===== config.mk =====
export PLATFORM = sky130hd
export DESIGN_NAME = iob_pwm_deadtime_flat
export DESIGN_NICKNAME = d
export VERILOG_FILES = /design/src/rtl/iob_pwm_deadtime_pkg.sv /design/src/rtl/iob_pwm_deadtime_if.sv /design/src/rtl/iob_pwm_deadtime.sv /design/src/flat_wrapper.sv
export SDC_FILE = /design/constraint.sdc
export NUM_CORES = 1
export LEC_CHECK = 0
export ABC_CLOCK_PERIOD_IN_PS = 2200
export CORE_MARGIN = 2
export CORE_UTILIZATION = 45
export DETAILED_ROUTE_END_ITERATION = 16
export PLACE_DENSITY = 0.79
export SLEW_MARGIN = 5
export SYNTH_ARGS = -nofsm -noshare
export SYNTH_HDL_FRONTEND = slang
export SYNTH_SLANG_ARGS = --single-unit

===== constraint.sdc =====
create_clock -name clk -period 2.2 [get_ports clk]
set_clock_uncertainty 0.2 [all_clocks]
set_input_delay 0.44 -clock clk [delete_from_list [all_inputs] [get_ports clk]]
set_output_delay 0.44 -clock clk [all_outputs]
set_load 0.01 [all_outputs]

===== src/rtl/iob_pwm_deadtime_pkg.sv =====
// Shared types and defaults for the dead-time gate driver.
package iob_pwm_deadtime_pkg;

    localparam int unsigned DtWDefault = 8;

    typedef enum logic [2:0] {
        StIdle  = 3'd0,
        StDead  = 3'd1,
        StHiOn  = 3'd2,
        StLoOn  = 3'd3,
        StFault = 3'd4
    } dt_state_e;

endpackage


===== src/rtl/iob_pwm_deadtime_if.sv =====
// Control/status bundle between a PWM controller and the dead-time stage.
interface iob_pwm_deadtime_if
    import iob_pwm_deadtime_pkg::*;
#(
    parameter int unsigned DT_W = DtWDefault
) ();

    logic            en;
    logic [DT_W-1:0] dead_time;
    logic            pwm_in;
    logic            fault;
    logic            fault_clr;
    logic            pwm_hi;
    logic            pwm_lo;
    logic            fault_flag;
    logic            in_dead;

    modport master (
        output en, dead_time, pwm_in, fault, fault_clr,
        input  pwm_hi, pwm_lo, fault_flag, in_dead
    );

    modport slave (
        input  en, dead_time, pwm_in, fault, fault_clr,
        output pwm_hi, pwm_lo, fault_flag, in_dead
    );

endinterface


===== src/rtl/iob_pwm_deadtime.sv =====
// Complementary half-bridge gate driver: inserts a programmable dead gap at
// every side change, with sticky fault shutdown and enable.
module iob_pwm_deadtime
    import iob_pwm_deadtime_pkg::*;
#(
    parameter int unsigned DT_W = DtWDefault
) (
    input logic                clk,
    input logic                rst_n,
    iob_pwm_deadtime_if.slave  pwm_if
);

    dt_state_e       state_q;
    logic            pwm_q;
    logic            tgt_q;
    logic [DT_W-1:0] cnt_q;
    logic            hi_q;
    logic            lo_q;
    logic            flag_q;
    logic            dead_q;

    logic [DT_W-1:0] gap_load;
    logic            start_gap;

    // A dead_time of 0 behaves as a 1-cycle gap.
    always_comb begin
        gap_load = '0;
        if (pwm_if.dead_time != '0) begin
            gap_load = pwm_if.dead_time - DT_W'(1);
        end
    end

    // Start (or restart) a gap whenever the requested side differs from the active one.
    always_comb begin
        start_gap = 1'b0;
        unique case (state_q)
            StIdle:  start_gap = 1'b1;
            StHiOn:  start_gap = !pwm_q;
            StLoOn:  start_gap = pwm_q;
            StDead:  start_gap = (pwm_q != tgt_q);
            default: start_gap = 1'b0;
        endcase
    end

    always_ff @(posedge clk or negedge rst_n) begin
        if (!rst_n) begin
            state_q <= StIdle;
            pwm_q   <= 1'b0;
            tgt_q   <= 1'b0;
            cnt_q   <= '0;
            hi_q    <= 1'b0;
            lo_q    <= 1'b0;
            flag_q  <= 1'b0;
            dead_q  <= 1'b0;
        end else begin
            pwm_q <= pwm_if.pwm_in;
            if (pwm_if.fault) begin
                state_q <= StFault;
                flag_q  <= 1'b1;
                hi_q    <= 1'b0;
                lo_q    <= 1'b0;
                dead_q  <= 1'b0;
            end else if (state_q == StFault) begin
                if (pwm_if.fault_clr) begin
                    state_q <= StIdle;
                    flag_q  <= 1'b0;
                end
            end else if (!pwm_if.en) begin
                state_q <= StIdle;
                hi_q    <= 1'b0;
                lo_q    <= 1'b0;
                dead_q  <= 1'b0;
            end else if (start_gap) begin
                state_q <= StDead;
                tgt_q   <= pwm_q;
                cnt_q   <= gap_load;
                hi_q    <= 1'b0;
                lo_q    <= 1'b0;
                dead_q  <= 1'b1;
            end else if (state_q == StDead) begin
                if (cnt_q != '0) begin
                    cnt_q <= cnt_q - DT_W'(1);
                end else begin
                    state_q <= tgt_q ? StHiOn : StLoOn;
                    hi_q    <= tgt_q;
                    lo_q    <= !tgt_q;
                    dead_q  <= 1'b0;
                end
            end
        end
    end

    assign pwm_if.pwm_hi     = hi_q;
    assign pwm_if.pwm_lo     = lo_q;
    assign pwm_if.fault_flag = flag_q;
    assign pwm_if.in_dead    = dead_q;

endmodule

===== src/flat_wrapper.sv =====
// flat-port wrapper written by rule: the top's interface ports become plain ports
module iob_pwm_deadtime_flat import iob_pwm_deadtime_pkg::*;
#(
    parameter int unsigned DT_W = DtWDefault
)
  (clk, rst_n, pwm_if_en, pwm_if_dead_time, pwm_if_pwm_in, pwm_if_fault, pwm_if_fault_clr, pwm_if_pwm_hi, pwm_if_pwm_lo, pwm_if_fault_flag, pwm_if_in_dead);
  iob_pwm_deadtime_if #(.DT_W(DT_W)) pwm_if_i ();
  input logic clk;
  input logic rst_n;
  input wire logic [$bits(pwm_if_i.en)-1:0] pwm_if_en;
  input wire logic [$bits(pwm_if_i.dead_time)-1:0] pwm_if_dead_time;
  input wire logic [$bits(pwm_if_i.pwm_in)-1:0] pwm_if_pwm_in;
  input wire logic [$bits(pwm_if_i.fault)-1:0] pwm_if_fault;
  input wire logic [$bits(pwm_if_i.fault_clr)-1:0] pwm_if_fault_clr;
  output wire logic [$bits(pwm_if_i.pwm_hi)-1:0] pwm_if_pwm_hi;
  output wire logic [$bits(pwm_if_i.pwm_lo)-1:0] pwm_if_pwm_lo;
  output wire logic [$bits(pwm_if_i.fault_flag)-1:0] pwm_if_fault_flag;
  output wire logic [$bits(pwm_if_i.in_dead)-1:0] pwm_if_in_dead;
  assign pwm_if_i.en = pwm_if_en;
  assign pwm_if_i.dead_time = pwm_if_dead_time;
  assign pwm_if_i.pwm_in = pwm_if_pwm_in;
  assign pwm_if_i.fault = pwm_if_fault;
  assign pwm_if_i.fault_clr = pwm_if_fault_clr;
  assign pwm_if_pwm_hi = pwm_if_i.pwm_hi;
  assign pwm_if_pwm_lo = pwm_if_i.pwm_lo;
  assign pwm_if_fault_flag = pwm_if_i.fault_flag;
  assign pwm_if_in_dead = pwm_if_i.in_dead;
  iob_pwm_deadtime #(.DT_W(DT_W)) u_core (.clk(clk), .rst_n(rst_n), .pwm_if(pwm_if_i));
endmodule

* Word-level counts from Yosys, hierarchy flattened *
Cells that the tools add are included.

word-level totals
  register bits = 17
  input port bits = 14
  output and inout port bits = 4

cells by class
  add/sub/neg operators = 2
  eq/ne operators = 11
  multiplexer cells = 34
  bitwise logic cells = 2
  reduce and logical (&&, ||, !) cells = 14

operators with widths
  kind                                                                     number
  8-bit 2-to-1 mux                                                         4
  1-bit 2-to-1 mux                                                         22
  3-bit 2-to-1 mux                                                         7
  8-bit nonzero test                                                       2
  8-bit by 1-bit subtractor with 8-bit output, second input constant       2
  2-bit nonzero test                                                       4
  3-bit by 2-bit equality test with 1-bit output, second input constant    2
  3-bit AND reduction                                                      2
  5-bit by 1-bit inequality test with 1-bit output, second input constant  1
  5-bit by 3-bit inequality test with 1-bit output, second input constant  1
  5-bit AND reduction                                                      1
  4-bit by 1-bit inequality test with 1-bit output, second input constant  1
  4-bit by 3-bit inequality test with 1-bit output, second input constant  1
  1-bit case mux with 4 select lines                                       1
  4-bit AND reduction                                                      1
  3-bit by 1-bit equality test with 1-bit output, second input constant    1
  3-bit equality test, second input constant                               1
  3-bit zero test                                                          1
  3-bit inequality test, second input constant                             1
  1-bit zero test                                                          2
  2-bit inequality test, second input constant                             1
  1-bit NOT                                                                2
  2-bit AND reduction                                                      1
  1-bit inequality test                                                    1

* Depth between registers and ports, before layout *
  depth after elaboration = 7
  mapped depth = 8
  mapped depth without buffers = 7

* Worst setup path after synthesis *
OpenSTA, ideal clock, no wires.

  path type = input-to-reg
  from = input port pwm_if_dead_time[5]
  to = register u_core.cnt_q[3]
  setup time = 0.121 ns
  arrival = 1.630 ns
  required time = 1.879 ns
  setup slack = 0.250 ns
  stages on the path = 5
  buffers on the path = 0
  cell sequence = nor4_1 -> and4b_1 -> nand2b_1 -> o22ai_1 -> a22o_1

between the ends
  word-level cells in the longest chain between the ends = 3

RTL lines
  item                  RTL line                source
  start, declared       flat_wrapper.sv:11      input wire logic [$bits(pwm_if_i.dead_time)-1:0] pwm_if_dead_time;
  8-bit nonzero test    iob_pwm_deadtime.sv:28  if (pwm_if.dead_time != '0) begin
  8-bit 2-to-1 mux      iob_pwm_deadtime.sv:28
  8-bit 2-to-1 mux      iob_pwm_deadtime.sv:73  end else if (start_gap) begin
  end signal, assigned  iob_pwm_deadtime.sv:76  cnt_q <= gap_load;
  end signal, assigned  iob_pwm_deadtime.sv:82  cnt_q <= cnt_q - DT_W'(1);
  end, declared         iob_pwm_deadtime.sv:16  logic [DT_W-1:0] cnt_q;

Every way passes these cells.
A chain may end at the register's enable or synchronous reset.

* Worst setup path in the final report *
  from = register u_core.state_q[0]
  to = register u_core.cnt_q[4]

between the ends
  word-level cells in the longest chain between the ends = 4
  elaborated cells on any way between the ends = 11
  those cells by class = eq/ne: 4; mux: 2; bitwise: 1; reduce/logical: 4

RTL lines
  item                                                                    RTL line                                        source
  start, declared                                                         iob_pwm_deadtime.sv:13                          dt_state_e state_q;
  start signal, assigned                                                  iob_pwm_deadtime.sv:47                          state_q <= StIdle;
  start signal, assigned                                                  iob_pwm_deadtime.sv:58                          state_q <= StFault;
  start signal, assigned                                                  iob_pwm_deadtime.sv:65                          state_q <= StIdle;
  3-bit by 1-bit equality test with 1-bit output (tied with other cells)  iob_pwm_deadtime.sv:36, iob_pwm_deadtime.sv:80
  1-bit case mux with 4 select lines                                      iob_pwm_deadtime.sv:36                          unique case (state_q)
  2-bit nonzero test (no source line)                                     --
  5-bit AND reduction (no source line)                                    --

Several ways; a longest one is shown, not always the timed one.

==> impl_metrics.py <==
metrics = {
    "cts": {
        "cts_sinks": 17,
        "clkTransAtPathRegs_ns": 0.09,
        "hold_buffers": 0,
        "cts_tree": "done",
        "cts_inserted_buffers": 3,
        "cts_root_buf": "clkbuf_4",
        "clk_path_buf_depth": 2,
        "clk_latency_ns": 0.28,
        "htreeDepth": 1,
    },
    "die": {
        "row_count": 18,
        "die_h_um": 53.7,
        "die-area_sq_um": 2880,
        "ios": 18,
        "die_x_um": 53.7,
        "coreArea_sq_um": 2410,
        "start_util_pct": 46.1,
    },
    "placed_design": {
        "placed_area_sq_um": 1470,
        "hpwl_mm": 2.15,
        "gp_congestion": 0.733,
        "port_buffers": 17,
        "dp_cells": 190,
    },
    "timing": {
        "drv_slew": 0,
        "slew_headroom_pct": 73.1,
        "finalHoldViolCount": 0,
        "worst_pin_slew_ns": 0.400,
        "setup_viol": 0,
        "fmax_ghz": 0.471,
        "period_share_pct": 96.6,
        "hold_ws_ns": 0.285,
        "post-route-min-period_ns": 2.13,
        "rsz0062_at_grt": "false",
    },
    "power_and_ir_drop": {
        "ir_worst_vdd_mv": 0.337,
        "p_sw_share_pct": 35.4,
        "total_power_w": 0.000994,
        "pwr-share-clk_pct": 16.2,
        "p_seq_share_pct": 46.8,
        "power_frac_comb_pct": 37.0,
        "internal_power_w": 0.000642,
        "switching_power_w": 0.000352,
        "power_per_cell_area_nw_per_um2": 655,
        "static-leakage-power_nw": 0.670,
    },
    "synth": {
        "synth_cell_types": 42,
        "synth_warnings": 0,
        "synthesis.nets": 141,
        "netlist_instances": 123,
        "synth_area_sq_um": 1110,
        "synth_seq_cells": 17,
        "yosysSeqAreaShare_pct": 38.3,
        "synth_edf_count": 0,
        "async_flop_share_pct": 100,
        "ys.flop_type": "dfrtp_1",
        "avgSynthCellArea_sq_um": 9.03,
    },
    "worst_setup_path": {
        "crit_path_end_kind": "flip-flop",
        "worst_setup_path_start_kind": "flip-flop",
        "setup.worst_path.class": "flip-flop to flip-flop",
        "crit_path_max_fanout": 8,
        "r2r_slack_ns": 0.07,
        "cp_data_arrival_time_ns": 2.10,
        "worstPathRequired_ns": 2.18,
    },
    "finish": {
        "final_cells": 195,
        "seqCellArea_sq_um": 427,
        "fill_cells": 233,
        "multiInputGateArea_sq_um": 651,
        "num_antenna_cells": 0,
        "area_delta_synth_final_pct": 36.6,
        "drive_gt1_share_pct": 22.4,
        "postLayoutCellArea_sq_um": 1520,
        "fin_nets": 184,
    },
    "global_routing": {
        "antenna_found_initial": 0,
        "grt_pass1_wl_mm": 4.34,
        "grt_max_degree": 18,
        "grt_pass1_vias": 1128,
        "gr-total-overflow": 0,
        "grtUsageTotal_pct": 20.8,
    },
    "route": {
        "routed_wl_mm": 2.64,
        "drcViolationCount": 0,
        "antenna_left": 0,
        "first_pass_iters": 4,
        "initialDrtViolationCount": 21,
        "detail_route.wl_per_cell_um": 13.5,
        "vias_per_cell": 5.63,
        "routed-via-count": 1098,
    },
    "run_status": {
        "status": "finished, final reports clean",
    },
    "hold_path": {
        "holdCritPathClass": "flip-flop to flip-flop",
    },
    "flow_run": {
        "maxCapViolCount": 0,
    },
}
metrics by stage:
step	setup TNS (ns)	setup slack, ns	util [%]
6_report	0	0.0749	63.0
5_1_grt	0	0.0000679	63.0
4_1_cts	0	0.0376	62.0
3_5_place_dp	-1.04	-0.227	60.9
3_3_place_gp	-0.456	-0.136	60.9
2_1_floorplan	0	0.250	-
Yosys cell counts (all sizes together), types with 2 or more instances:
master	instances	share of area (%)
a21o	2	1.4
a21oi	5	2.3
a22o	3	2.4
a31oi	2	1.1
buf	2	1.5
dfrtp	17	38
ha	4	4.5
inv	9	3.0
nand2	14	4.7
nand2b	2	1.1
nor2	8	2.7
nor3	6	2.7
nor3b	2	1.4
nor4	3	1.7
o21a	2	1.4
o21ai	13	6.2
o221ai	2	2.7
o22ai	2	1.1
o31ai	2	1.4
or3	2	1.1
xnor2	3	2.4
flip-flops by register name, summed over array words and instances, names as in the netlist:
signal / cells
u_core.tgt_q: 1
u_core.pwm_if.fault_flag: 1
u_core.pwm_if.pwm_hi: 1
u_core.pwm_if.in_dead: 1
u_core.state_q: 3
u_core.pwm_if.pwm_lo: 1
u_core.cnt_q: 8
u_core.pwm_q: 1
power groups by stage:
stage / registers, W / clock network, W / logic (W)
floorplan: 0.000453 / 0 / 0.000218
global placement: 0.000461 / 0 / 0.000340
detailed placement: 0.000465 / 0 / 0.000360
CTS: 0.000458 / 0.000167 / 0.000363
global route: 0.000474 / 0.000180 / 0.000408
finish: 0.000465 / 0.000161 / 0.000368
metal layers:
layer  GRT usage, %  wire [um]  vias up
li1               -          -      539
met1           19.4       1030      530
met2           42.7       1500       27
met3           2.78         97        2
met4           10.3         14        0
met5              0          0        -
cell usage in the layout, fill, tap and decap left out, drive strengths merged, types with 4 or more instances in the layout:
cell type       n
nor3            6
clkdlybuf4s50  17
clkbuf          4
dfrtp          17
a21oi           5
buf            23
nor2            8
ha              4
nand2          14
o21ai          13
inv             9
worst max-delay path, cell delays in order (launching register included):
cell      delay, ns
dfrtp_1        0.47
and3b_1        0.21
o21ai_2        0.17
o21ai_1        0.14
a211oi_4       0.41
buf_4          0.20
nand2_1        0.05
a22o_1         0.17
logic make-up after synthesis:
kind of cell	after synthesis	synth area share (%)
multiplexers	2	1.91
XOR/XNOR	4	3.15
adder cells (fa/ha/maj)	4	4.50
buffers and inverters	11	4.50
AND/OR/NAND/NOR	45	21.4
flip-flops	17	38.3
AO/OA/AOI/OAI	40	26.2
cell type report:
cell class,instances,share of cell area [%]
multi-input cells,95,42.9
flip-flops and latches,17,28.1
repair buffers,40,22.6
well taps,30,2.47
inverters,9,2.23
clock buffers,4,1.73
timing repair:
action                     4_1_cts  5_1_grt
buffers inserted                 0        1
gates resized for setup          0        4
setup endpoints to repair        0        9
worst paths after layout:
path,start,end,depth (start not counted)
min in group asynchronous,rst_n,u_core.pwm_if.pwm_hi,2
max in group asynchronous,rst_n,u_core.state_q[1],2
hold reg to reg,u_core.pwm_if.pwm_lo,u_core.pwm_if.pwm_lo,2
setup reg to reg,u_core.state_q[0],u_core.cnt_q[4],7
setup / recovery,u_core.state_q[0],u_core.cnt_q[4],7
hold / removal,u_core.pwm_if.pwm_lo,u_core.pwm_if.pwm_lo,2
Power figures use the tool's default switching activity.
